==> src/rtl/msrv32_pkg.sv <==
// Shared definitions for the msrv32 data-memory interface: access size codes,
// request direction and the bus-master FSM state encoding.
package msrv32_pkg;

  localparam logic [1:0] LS_BYTE = 2'b00;
  localparam logic [1:0] LS_HALF = 2'b01;
  localparam logic [1:0] LS_WORD = 2'b10;

  localparam logic DIR_LOAD  = 1'b0;
  localparam logic DIR_STORE = 1'b1;

  typedef enum logic [0:0] {
    ST_IDLE   = 1'b0,
    ST_ACCESS = 1'b1
  } dmem_state_t;

  // Byte accesses never fault; halves need an even address, words a 4-byte boundary.
  function automatic logic is_misaligned(input logic [1:0] size, input logic [1:0] addr_lo);
    logic bad;
    case (size)
      LS_BYTE: bad = 1'b0;
      LS_HALF: bad = addr_lo[0];
      default: bad = (addr_lo != 2'b00);
    endcase
    return bad;
  endfunction

endpackage

==> src/rtl/msrv32_load_align.sv <==
// Combinational lane select and sign/zero extension of a 32-bit memory read
// word into a load result.
module msrv32_load_align
  import msrv32_pkg::*;
(
  input  logic [31:0] rdata,
  input  logic [1:0]  addr_lo,
  input  logic [1:0]  size,
  input  logic        zero_ext,
  output logic [31:0] data
);

  logic [7:0]  byte_s;
  logic [15:0] half_s;

  // Pick the addressed lane, then widen it to 32 bits.
  always_comb begin
    byte_s = 8'h00;
    half_s = 16'h0000;
    data   = 32'h0000_0000;
    case (addr_lo)
      2'b00:   byte_s = rdata[7:0];
      2'b01:   byte_s = rdata[15:8];
      2'b10:   byte_s = rdata[23:16];
      2'b11:   byte_s = rdata[31:24];
      default: byte_s = 8'h00;
    endcase
    if (addr_lo[1]) begin
      half_s = rdata[31:16];
    end else begin
      half_s = rdata[15:0];
    end
    case (size)
      LS_BYTE: data = {{24{~zero_ext & byte_s[7]}}, byte_s};
      LS_HALF: data = {{16{~zero_ext & half_s[15]}}, half_s};
      default: data = rdata;
    endcase
  end

endmodule

==> src/rtl/msrv32_dmem_if.sv <==
// Data-memory bus master: captures a load/store, holds a request until memory
// is ready or the access times out, and stalls the pipeline meanwhile.
module msrv32_dmem_if
  import msrv32_pkg::*;
#(
  parameter int unsigned TIMEOUT_CYCLES = 15
) (
  input  logic        clk_in,
  input  logic        reset_in,
  input  logic        req_valid_in,
  input  logic        req_wr_in,
  input  logic [31:0] iadder_in,
  input  logic [31:0] rs2_in,
  input  logic [1:0]  load_size_in,
  input  logic        load_unsigned_in,
  input  logic [31:0] mem_rdata_in,
  input  logic        mem_ready_in,
  output logic [31:0] mem_addr_out,
  output logic        mem_rd_req_out,
  output logic        mem_wr_req_out,
  output logic [31:0] mem_wdata_out,
  output logic [3:0]  mem_wr_mask_out,
  output logic        stall_out,
  output logic [31:0] load_data_out,
  output logic        load_valid_out,
  output logic        misaligned_out,
  output logic        bus_error_out
);

  localparam logic [7:0] TO_LAST = 8'(TIMEOUT_CYCLES - 1);

  dmem_state_t state_r;
  logic [7:0]  cnt_r;
  logic        dir_r;
  logic [1:0]  ld_addr_lo_r;
  logic [1:0]  ld_size_r;
  logic        ld_zero_ext_r;

  logic        misaligned_s;
  logic        accept_s;
  logic        timeout_s;
  logic [3:0]  mask_s;
  logic [31:0] wdata_s;
  logic [31:0] align_s;

  // Request qualification, store lane mask and replicated store data.
  always_comb begin
    misaligned_s = is_misaligned(load_size_in, iadder_in[1:0]);
    accept_s     = (state_r == ST_IDLE) && req_valid_in && !misaligned_s;
    timeout_s    = (state_r == ST_ACCESS) && !mem_ready_in && (cnt_r == TO_LAST);
    mask_s       = 4'b0000;
    wdata_s      = 32'h0000_0000;
    case (load_size_in)
      LS_BYTE: begin
        mask_s  = 4'b0001 << iadder_in[1:0];
        wdata_s = {4{rs2_in[7:0]}};
      end
      LS_HALF: begin
        mask_s  = 4'b0011 << iadder_in[1:0];
        wdata_s = {2{rs2_in[15:0]}};
      end
      default: begin
        mask_s  = 4'b1111;
        wdata_s = rs2_in;
      end
    endcase
  end

  // Ready or timeout in the final access cycle releases the pipeline.
  assign stall_out = accept_s || ((state_r == ST_ACCESS) && !mem_ready_in && !timeout_s);

  msrv32_load_align u_align (
    .rdata    (mem_rdata_in),
    .addr_lo  (ld_addr_lo_r),
    .size     (ld_size_r),
    .zero_ext (ld_zero_ext_r),
    .data     (align_s)
  );

  // Bus-master FSM with all registered outputs.
  always_ff @(posedge clk_in or posedge reset_in) begin
    if (reset_in) begin
      state_r         <= ST_IDLE;
      cnt_r           <= 8'd0;
      dir_r           <= DIR_LOAD;
      ld_addr_lo_r    <= 2'b00;
      ld_size_r       <= LS_BYTE;
      ld_zero_ext_r   <= 1'b0;
      mem_addr_out    <= 32'h0000_0000;
      mem_rd_req_out  <= 1'b0;
      mem_wr_req_out  <= 1'b0;
      mem_wdata_out   <= 32'h0000_0000;
      mem_wr_mask_out <= 4'b0000;
      load_data_out   <= 32'h0000_0000;
      load_valid_out  <= 1'b0;
      misaligned_out  <= 1'b0;
      bus_error_out   <= 1'b0;
    end else begin
      load_valid_out <= 1'b0;
      misaligned_out <= 1'b0;
      bus_error_out  <= 1'b0;
      case (state_r)
        ST_IDLE: begin
          if (req_valid_in && misaligned_s) begin
            misaligned_out <= 1'b1;
          end else if (accept_s) begin
            state_r        <= ST_ACCESS;
            cnt_r          <= 8'd0;
            dir_r          <= req_wr_in;
            ld_addr_lo_r   <= iadder_in[1:0];
            ld_size_r      <= load_size_in;
            ld_zero_ext_r  <= load_unsigned_in;
            mem_addr_out   <= {iadder_in[31:2], 2'b00};
            mem_rd_req_out <= (req_wr_in == DIR_LOAD);
            mem_wr_req_out <= (req_wr_in == DIR_STORE);
            if (req_wr_in == DIR_STORE) begin
              mem_wdata_out   <= wdata_s;
              mem_wr_mask_out <= mask_s;
            end else begin
              mem_wdata_out   <= 32'h0000_0000;
              mem_wr_mask_out <= 4'b0000;
            end
          end else begin
            state_r <= ST_IDLE;
          end
        end
        ST_ACCESS: begin
          if (mem_ready_in) begin
            state_r        <= ST_IDLE;
            mem_rd_req_out <= 1'b0;
            mem_wr_req_out <= 1'b0;
            if (dir_r == DIR_LOAD) begin
              load_data_out  <= align_s;
              load_valid_out <= 1'b1;
            end else begin
              load_valid_out <= 1'b0;
            end
          end else if (cnt_r == TO_LAST) begin
            state_r        <= ST_IDLE;
            mem_rd_req_out <= 1'b0;
            mem_wr_req_out <= 1'b0;
            load_data_out  <= 32'h0000_0000;
            bus_error_out  <= 1'b1;
          end else begin
            cnt_r <= cnt_r + 8'd1;
          end
        end
        default: begin
          state_r        <= ST_IDLE;
          mem_rd_req_out <= 1'b0;
          mem_wr_req_out <= 1'b0;
        end
      endcase
    end
  end

endmodule

==> config.mk <==
export PLATFORM = sky130hd
export DESIGN_NAME = msrv32_dmem_if
export DESIGN_NICKNAME = d
export VERILOG_FILES = /design/src/rtl/msrv32_pkg.sv /design/src/rtl/msrv32_load_align.sv /design/src/rtl/msrv32_dmem_if.sv
export SDC_FILE = /design/constraint.sdc
export NUM_CORES = 1
export LEC_CHECK = 0
export CORE_UTILIZATION = 28
export CTS_BUF_LIST = sky130_fd_sc_hd__clkbuf_4
export DETAILED_ROUTE_END_ITERATION = 10
export PLACE_DENSITY = 0.58
export SLEW_MARGIN = 30
export SYNTH_ARGS = -nofsm -noshare
export SYNTH_HDL_FRONTEND = slang
export SYNTH_HIERARCHICAL = 1
export SYNTH_SLANG_ARGS = --single-unit
==> constraint.sdc <==
create_clock -name clk_in -period 12.15 [get_ports clk_in]
set_input_delay 3.645 -clock clk_in [delete_from_list [all_inputs] [get_ports clk_in]]
set_output_delay 3.645 -clock clk_in [all_outputs]
set_load 0.03 [all_outputs]
## Yosys cells after proc, flatten, opt, wreduce, memory -nomap -nowiden

Index checks and enable logic that the tools add are counted.

- Flip-flop bits (word level): 118
- Bits of input ports: 104
- Output and inout bits: 106
- Logic and storage cells: 92

- Add/sub/neg operators: 1
- Equality and inequality tests: 12
- Shifts and indexed selects: 2
- Muxes and demuxes: 37
- Bitwise logic cells: 6
- Reductions and logical operators: 19

Operator list:

| cell | count |
|---|---|
| $mux W32 | 4 |
| $pmux W32 S2 | 2 |
| $mux W8 | 4 |
| $pmux W8 S4 | 1 |
| $mux W1 | 18 |
| $mux W16 | 1 |
| $pmux W8 S2 | 1 |
| $ne A2 B2 Y1 const B | 5 |
| $reduce_and A3 Y1 | 3 |
| $add A8 B1 Y8 const B | 1 |
| $eq A8 B4 Y1 const B | 1 |
| $pmux W1 S2 | 4 |
| $pmux W4 S2 | 1 |
| $eq A2 B1 Y1 const B | 3 |
| $logic_and A1 B1 Y1 | 6 |
| $logic_not A2 Y1 | 3 |
| $eq A2 B2 Y1 const B | 2 |
| $mux W4 | 1 |
| $not A1 Y1 | 4 |
| $reduce_and A4 Y1 | 1 |
| $reduce_bool A2 Y1 | 2 |
| $shl A1 B2 Y4 const A | 1 |
| $shl A2 B2 Y4 const A | 1 |
| $logic_not A1 Y1 | 3 |
| other kinds (3) | 4 |

## Logic depth before layout (Yosys ltp)

- Depth after elaboration: 7
- Depth in mapped cells: 9
- Mapped depth without buffers: 6

## Hierarchy

Netlist, hierarchy kept.

By module, submodules not included:

| module | instances | cells an instance | area each (um^2) | sequential area each (um^2) |
|---|---|---|---|---|
| msrv32_dmem_if | 1 | 559 | 5222.5 | 2952.8 |
| msrv32_load_align | 1 | 133 | 983.4 | 0.0 |

## Worst setup path after synthesis

Ideal clock, no wire load.

- Path kind: input to output
- Start: input load_size_in[0]
- End: output stall_out
- Arrival: 4.965 ns
- Data required time: 8.505 ns
- Setup slack: 3.540 ns
- Stages on the path: 7
- Path buffers: 4
- Path through: clkbuf_1 > nor2_2 > o21bai_1 > buf_2 > buf_2 > buf_2 > nand2_1

- Word-level cells in the longest chain between the ends: 5
- Elaborated cells on any way between the ends: 6
- Classes of those cells: eq/ne (1); mux (1); reduce/logical (4)

Ends and longest elaborated chain:

| item | line | RTL |
|---|---|---|
| start: declaration | msrv32_dmem_if.sv:14 | `input logic [1:0] load_size_in,` |
| $eq A2 B1 Y1 / $logic_not A2 Y1 (equally long branches) | msrv32_pkg.sv:20 | `case (size)` |
| $pmux W1 S2 (*) | msrv32_pkg.sv:20 |  |
| $logic_not A1 Y1 (*) | msrv32_dmem_if.sv:49 | `accept_s = (state_r == ST_IDLE) && req_valid_in && !misaligned_s;` |
| $logic_and A1 B1 Y1 (*) | msrv32_dmem_if.sv:49 |  |
| $logic_or A1 B1 Y1 (*) | msrv32_dmem_if.sv:70 | `assign stall_out = accept_s \|\| ((state_r == ST_ACCESS) && !mem_ready_in && !timeout_s);` |
| end: declaration | msrv32_dmem_if.sv:23 | `output logic stall_out,` |

Mark *: on every way between the ends. The rest lies on a longest branch, timed or not.

## Final worst setup path

Ends and elaborated chain as after synthesis.

==> flow_results.org <==
** Yosys
- Yosys top cell by area :: dfrtp_1
- Sequential element share of the synthesized area :: 47.6%
- After synthesis, the largest area contributor takes up between 40% and 50% of total cell area.
- Ys Warns :: 6
- Cells after Synth :: between 600 and 700
- Async SR Flop Fraction :: 100%
- The synthesized netlist occupies a cell area of 0.00621 sq mm.
- Number of enable-type register cells in the synthesized netlist :: 0
- Dominant synthesized flop cell :: dfrtp_1
- After synthesis, the most frequently instantiated cells are 264 x nand2_1, 118 x dfrtp_1, 28 x o21ai_2, 26 x clkbuf_1, 26 x mux2i_1.
- By area the synthesized netlist is led by dfrtp_1 48%, nand2_1 16%, mux2i_1 4.2%.
- Syn_area_per_cell :: around 9 sq um
- Count of cell types in the netlist :: 45
- Yosys instantiated no cell more often than nand2_1.
- Number of synthesized register bits :: between 100 and 150

** Setup path
- Kind of capture point of the worst setup path :: primary output
- Maximum fanout along the worst path :: 13
- Across all register-to-register paths, the minimum setup slack is 9.73 ns.
- Critical path, cell by cell :: clkdlybuf4s50_1 > nor2_2 > o21bai_4 > nand2_1 > clkdlybuf4s50_1
- Largest incremental delay on the critical path :: 0.76 ns
- The most critical setup path has its startpoint at load_size_in[0].
- The critical path is of the in2out type.
- Most common cell type on the critical path :: clkdlybuf4s50_1
- The slowest stage of the critical path belongs to the cell clkdlybuf4s50_1.
- Crit path DAT :: ~6.0 ns
- Worst reg2reg path endpoint :: load_data_out[11]$_DFFE_PP0P_
- Kind of start point of the critical path :: input pin
- In this run the critical register-to-register path is launched from ld_addr_lo_r[1]$_DFFE_PP0P_.
- Path depth of the worst reg2reg path :: 7
- Required arrival time at the worst endpoint :: 8.50 ns

** Clock network
- TritonCTS Sinks :: between 100 and 150
- Clock transition at the registers of the reported paths :: 0.11 ns
- In this run, CTS created clock tree buffers numbering 17.
- TritonCTS built the clock tree.
- Once the clock tree was built, the resizer swapped 0 gates to a different size.
- Number of H-tree branching levels :: 4
- # hold bufs at CTS :: 0
- Post-CTS timing repair inserted 0 buffers for setup.
- Insertion delay to the later sink of the worst-skew pair :: roughly 0.53 ns
- Root Buffer Master :: clkbuf_4
- Maximum clock path buffer count :: 2

** Status
- The run finished with clean final reports.

** Timing
- In the post-route analysis, the smallest setup slack over all paths is approximately 2.5 ns.
- Headroom to the max-slew limit came out at roughly two fifths.
- Total Neg Setup Slack :: 0 ns
- Unrepaired setup endpoints after global routing :: no
- Number of pins with negative max-slew slack in the final report :: 0
- Fmax achieved :: 103 MHz
- Clk_skew :: 0.0239 ns
- Worst slew pin tran :: slightly above 0.9 ns
- Final setup vio count :: 0
- Period utilisation layout :: roughly 80%
- Post-route minimum period :: 9.67 ns
- Final Hold Fails :: 0

** Global route
- First-pass GRT wire length :: 30,800 um
- The number of antenna violations at the first check in global routing was 1.
- Entering global routing, the biggest net connects between 90 and 100 pins.
- Global routing consumed, over all layers together, 17.9% of the routing resources.
- The number of global-route vias before repair came to 5,492.
- Overflow left after global routing :: 0

** Layout
- Share of post-route cells with drive strength above 1 :: 11.3%
- After the last flow step, the layout net total stands at between 900 and 1,000.
- The area growth from synthesis to layout is 41.2%.

** Min path
- The worst hold path passes through 2 cells.
- End point of the worst hold path :: dir_r$_DFFE_PP0P_
- The worst hold path belongs to the class reg2reg.
- Critical hold path startpoint :: dir_r$_DFFE_PP0P_

** Power and ir drop
- In this run the power density over the cells is 179 mW/mm^2.
- Largest vdd supply drop :: just under 0.08 mV
- Leakage :: 0.00385 uW

** Route
- Final Routed Wirelength :: approximately 20,000 um
- DR WL/cell :: 16.9 um
- In this run the remaining antenna-violating nets after routing total 0.
- After the first detailed-routing iteration, the DRC count stood at 338.
- The first detailed-routing pass ran for 7 iterations.
- Number of DRC violations after detailed routing :: 0
- DR vias/cell :: 4.79
- Detailed-route via count :: ~5,600

** Floorplanning
- The floorplan step defined a core boundary enclosing 0.0218 sq mm.
- The floorplan step defined a die boundary enclosing 0.0228 sq mm.
- In this run the count of I/O pins placed on the die edge is 210.
- Initial standard-cell utilization of the core :: 28.5%
- Horizontal extent of the die :: 151 um
- After floorplanning, the core was divided into 54 placement rows.
- Die Span Y :: 151 um

** Place
- Post-placement worst setup slack :: 2.47 ns
- Number of input and output port buffers inserted :: approximately 210
- HPWL reported at the end of detailed placement :: 13,600 um
- GPL Wtd Cong :: 0.793

** Run
- Max-cap violations in this run came to 0.
-- per-layer routing --
layer | share of wire (%) | GRT usage [%]
met5 | 0 | 0
met4 | 0.80 | 4.35
met3 | 11 | 7.56
met2 | 44 | 27.1
met1 | 44 | 23.4
-- cell families (layout without fill, tap and decap cells) --
logic type | count (synthesis) | after routing | share of synthesized area, %
XOR/XNOR | 3 | 3 | 0.423
flip-flops | 118 | 118 | 47.6
buffers and inverters | 69 | 259 | 6.23
AND/OR/NAND/NOR | 338 | 338 | 22.6
adder cells (fa/ha/maj) | 2 | 2 | 0.403
other | 1 | 3 | 0.0604
AO/OA/AOI/OAI | 126 | 126 | 15.6
multiplexers | 35 | 35 | 7.10
-- worst max-delay path by stage --
stage                 to  slack (ns)  cells after the start
3_3_place_gp   stall_out        2.51                      5
3_5_place_dp   stall_out        2.47                      5
5_1_grt        stall_out        2.34                      5
4_1_cts        stall_out        2.45                      5
2_1_floorplan  stall_out        3.54                      7
6_report       stall_out        2.48                      5
-- metrics by stage --
step | instance area, sq um | hold WS, ns | power (uW) | util, % | cells
after floorplan | 6210 | 0.437 | 956 | - | 693
after global placement | 8390 | 0.453 | 1220 | 38.6 | 1131
after detailed placement | 8400 | 0.459 | 1220 | 38.6 | 1131
after CTS | 8760 | 0.489 | 1590 | 40.2 | 1163
after global routing | 8760 | 0.510 | 1670 | 40.3 | 1164
final | 8760 | 0.481 | 1570 | 40.3 | 1164
-- placed cells by master (no fill, tap or decap), drive strengths merged, types with 3 or more instances in the layout --
cell type / count
a211oi: 7
a21oi: 11
buf: 11
bufinv: 5
clkbuf: 18
clkdlybuf4s50: 207
clkinv: 6
dfrtp: 118
inv: 10
mux2i: 26
mux4: 7
nand2: 264
nand2b: 3
nand3: 23
nor2: 13
nor2b: 19
nor3: 4
o211ai: 18
o21ai: 49
o221ai: 8
o22ai: 8
o31ai: 19
or2: 3
or3: 3
-- registers in the layout (all words and copies together), names as in the netlist --
name             count
mem_wr_req_out       1
mem_rd_req_out       1
mem_wdata_out       32
ld_size_r            2
state_r              1
bus_error_out        1
load_valid_out       1
mem_wr_mask_out      4
ld_addr_lo_r         2
misaligned_out       1
cnt_r                8
mem_addr_out        30
ld_zero_ext_r        1
load_data_out       32
dir_r                1
-- report_power, final --
part	leakage [uW]	switching, uW	internal (uW)
clock network	0.000183	168	188
registers	0.00154	59.8	482
logic	0.00213	395	275
-- area by class of cell --
type,instances,area (sq um)
well taps,280,350
fillers,2262,13000
repair buffers,218,2160
multi-input cells,506,2900
flip-flops and latches,118,2950
clock inverters,14,223
inverters,9,36.3
clock buffers,18,135
diodes,1,2.50
-- critical path, delay by kind of cell --
| kind | cells | cell delay [ns] |
|---|---|---|
| compound gates | 1 | 0.14 |
| buf+inv | 2 | 1.47 |
| simple gates | 2 | 0.76 |
Note: power is estimated with default switching activity, not from simulation.
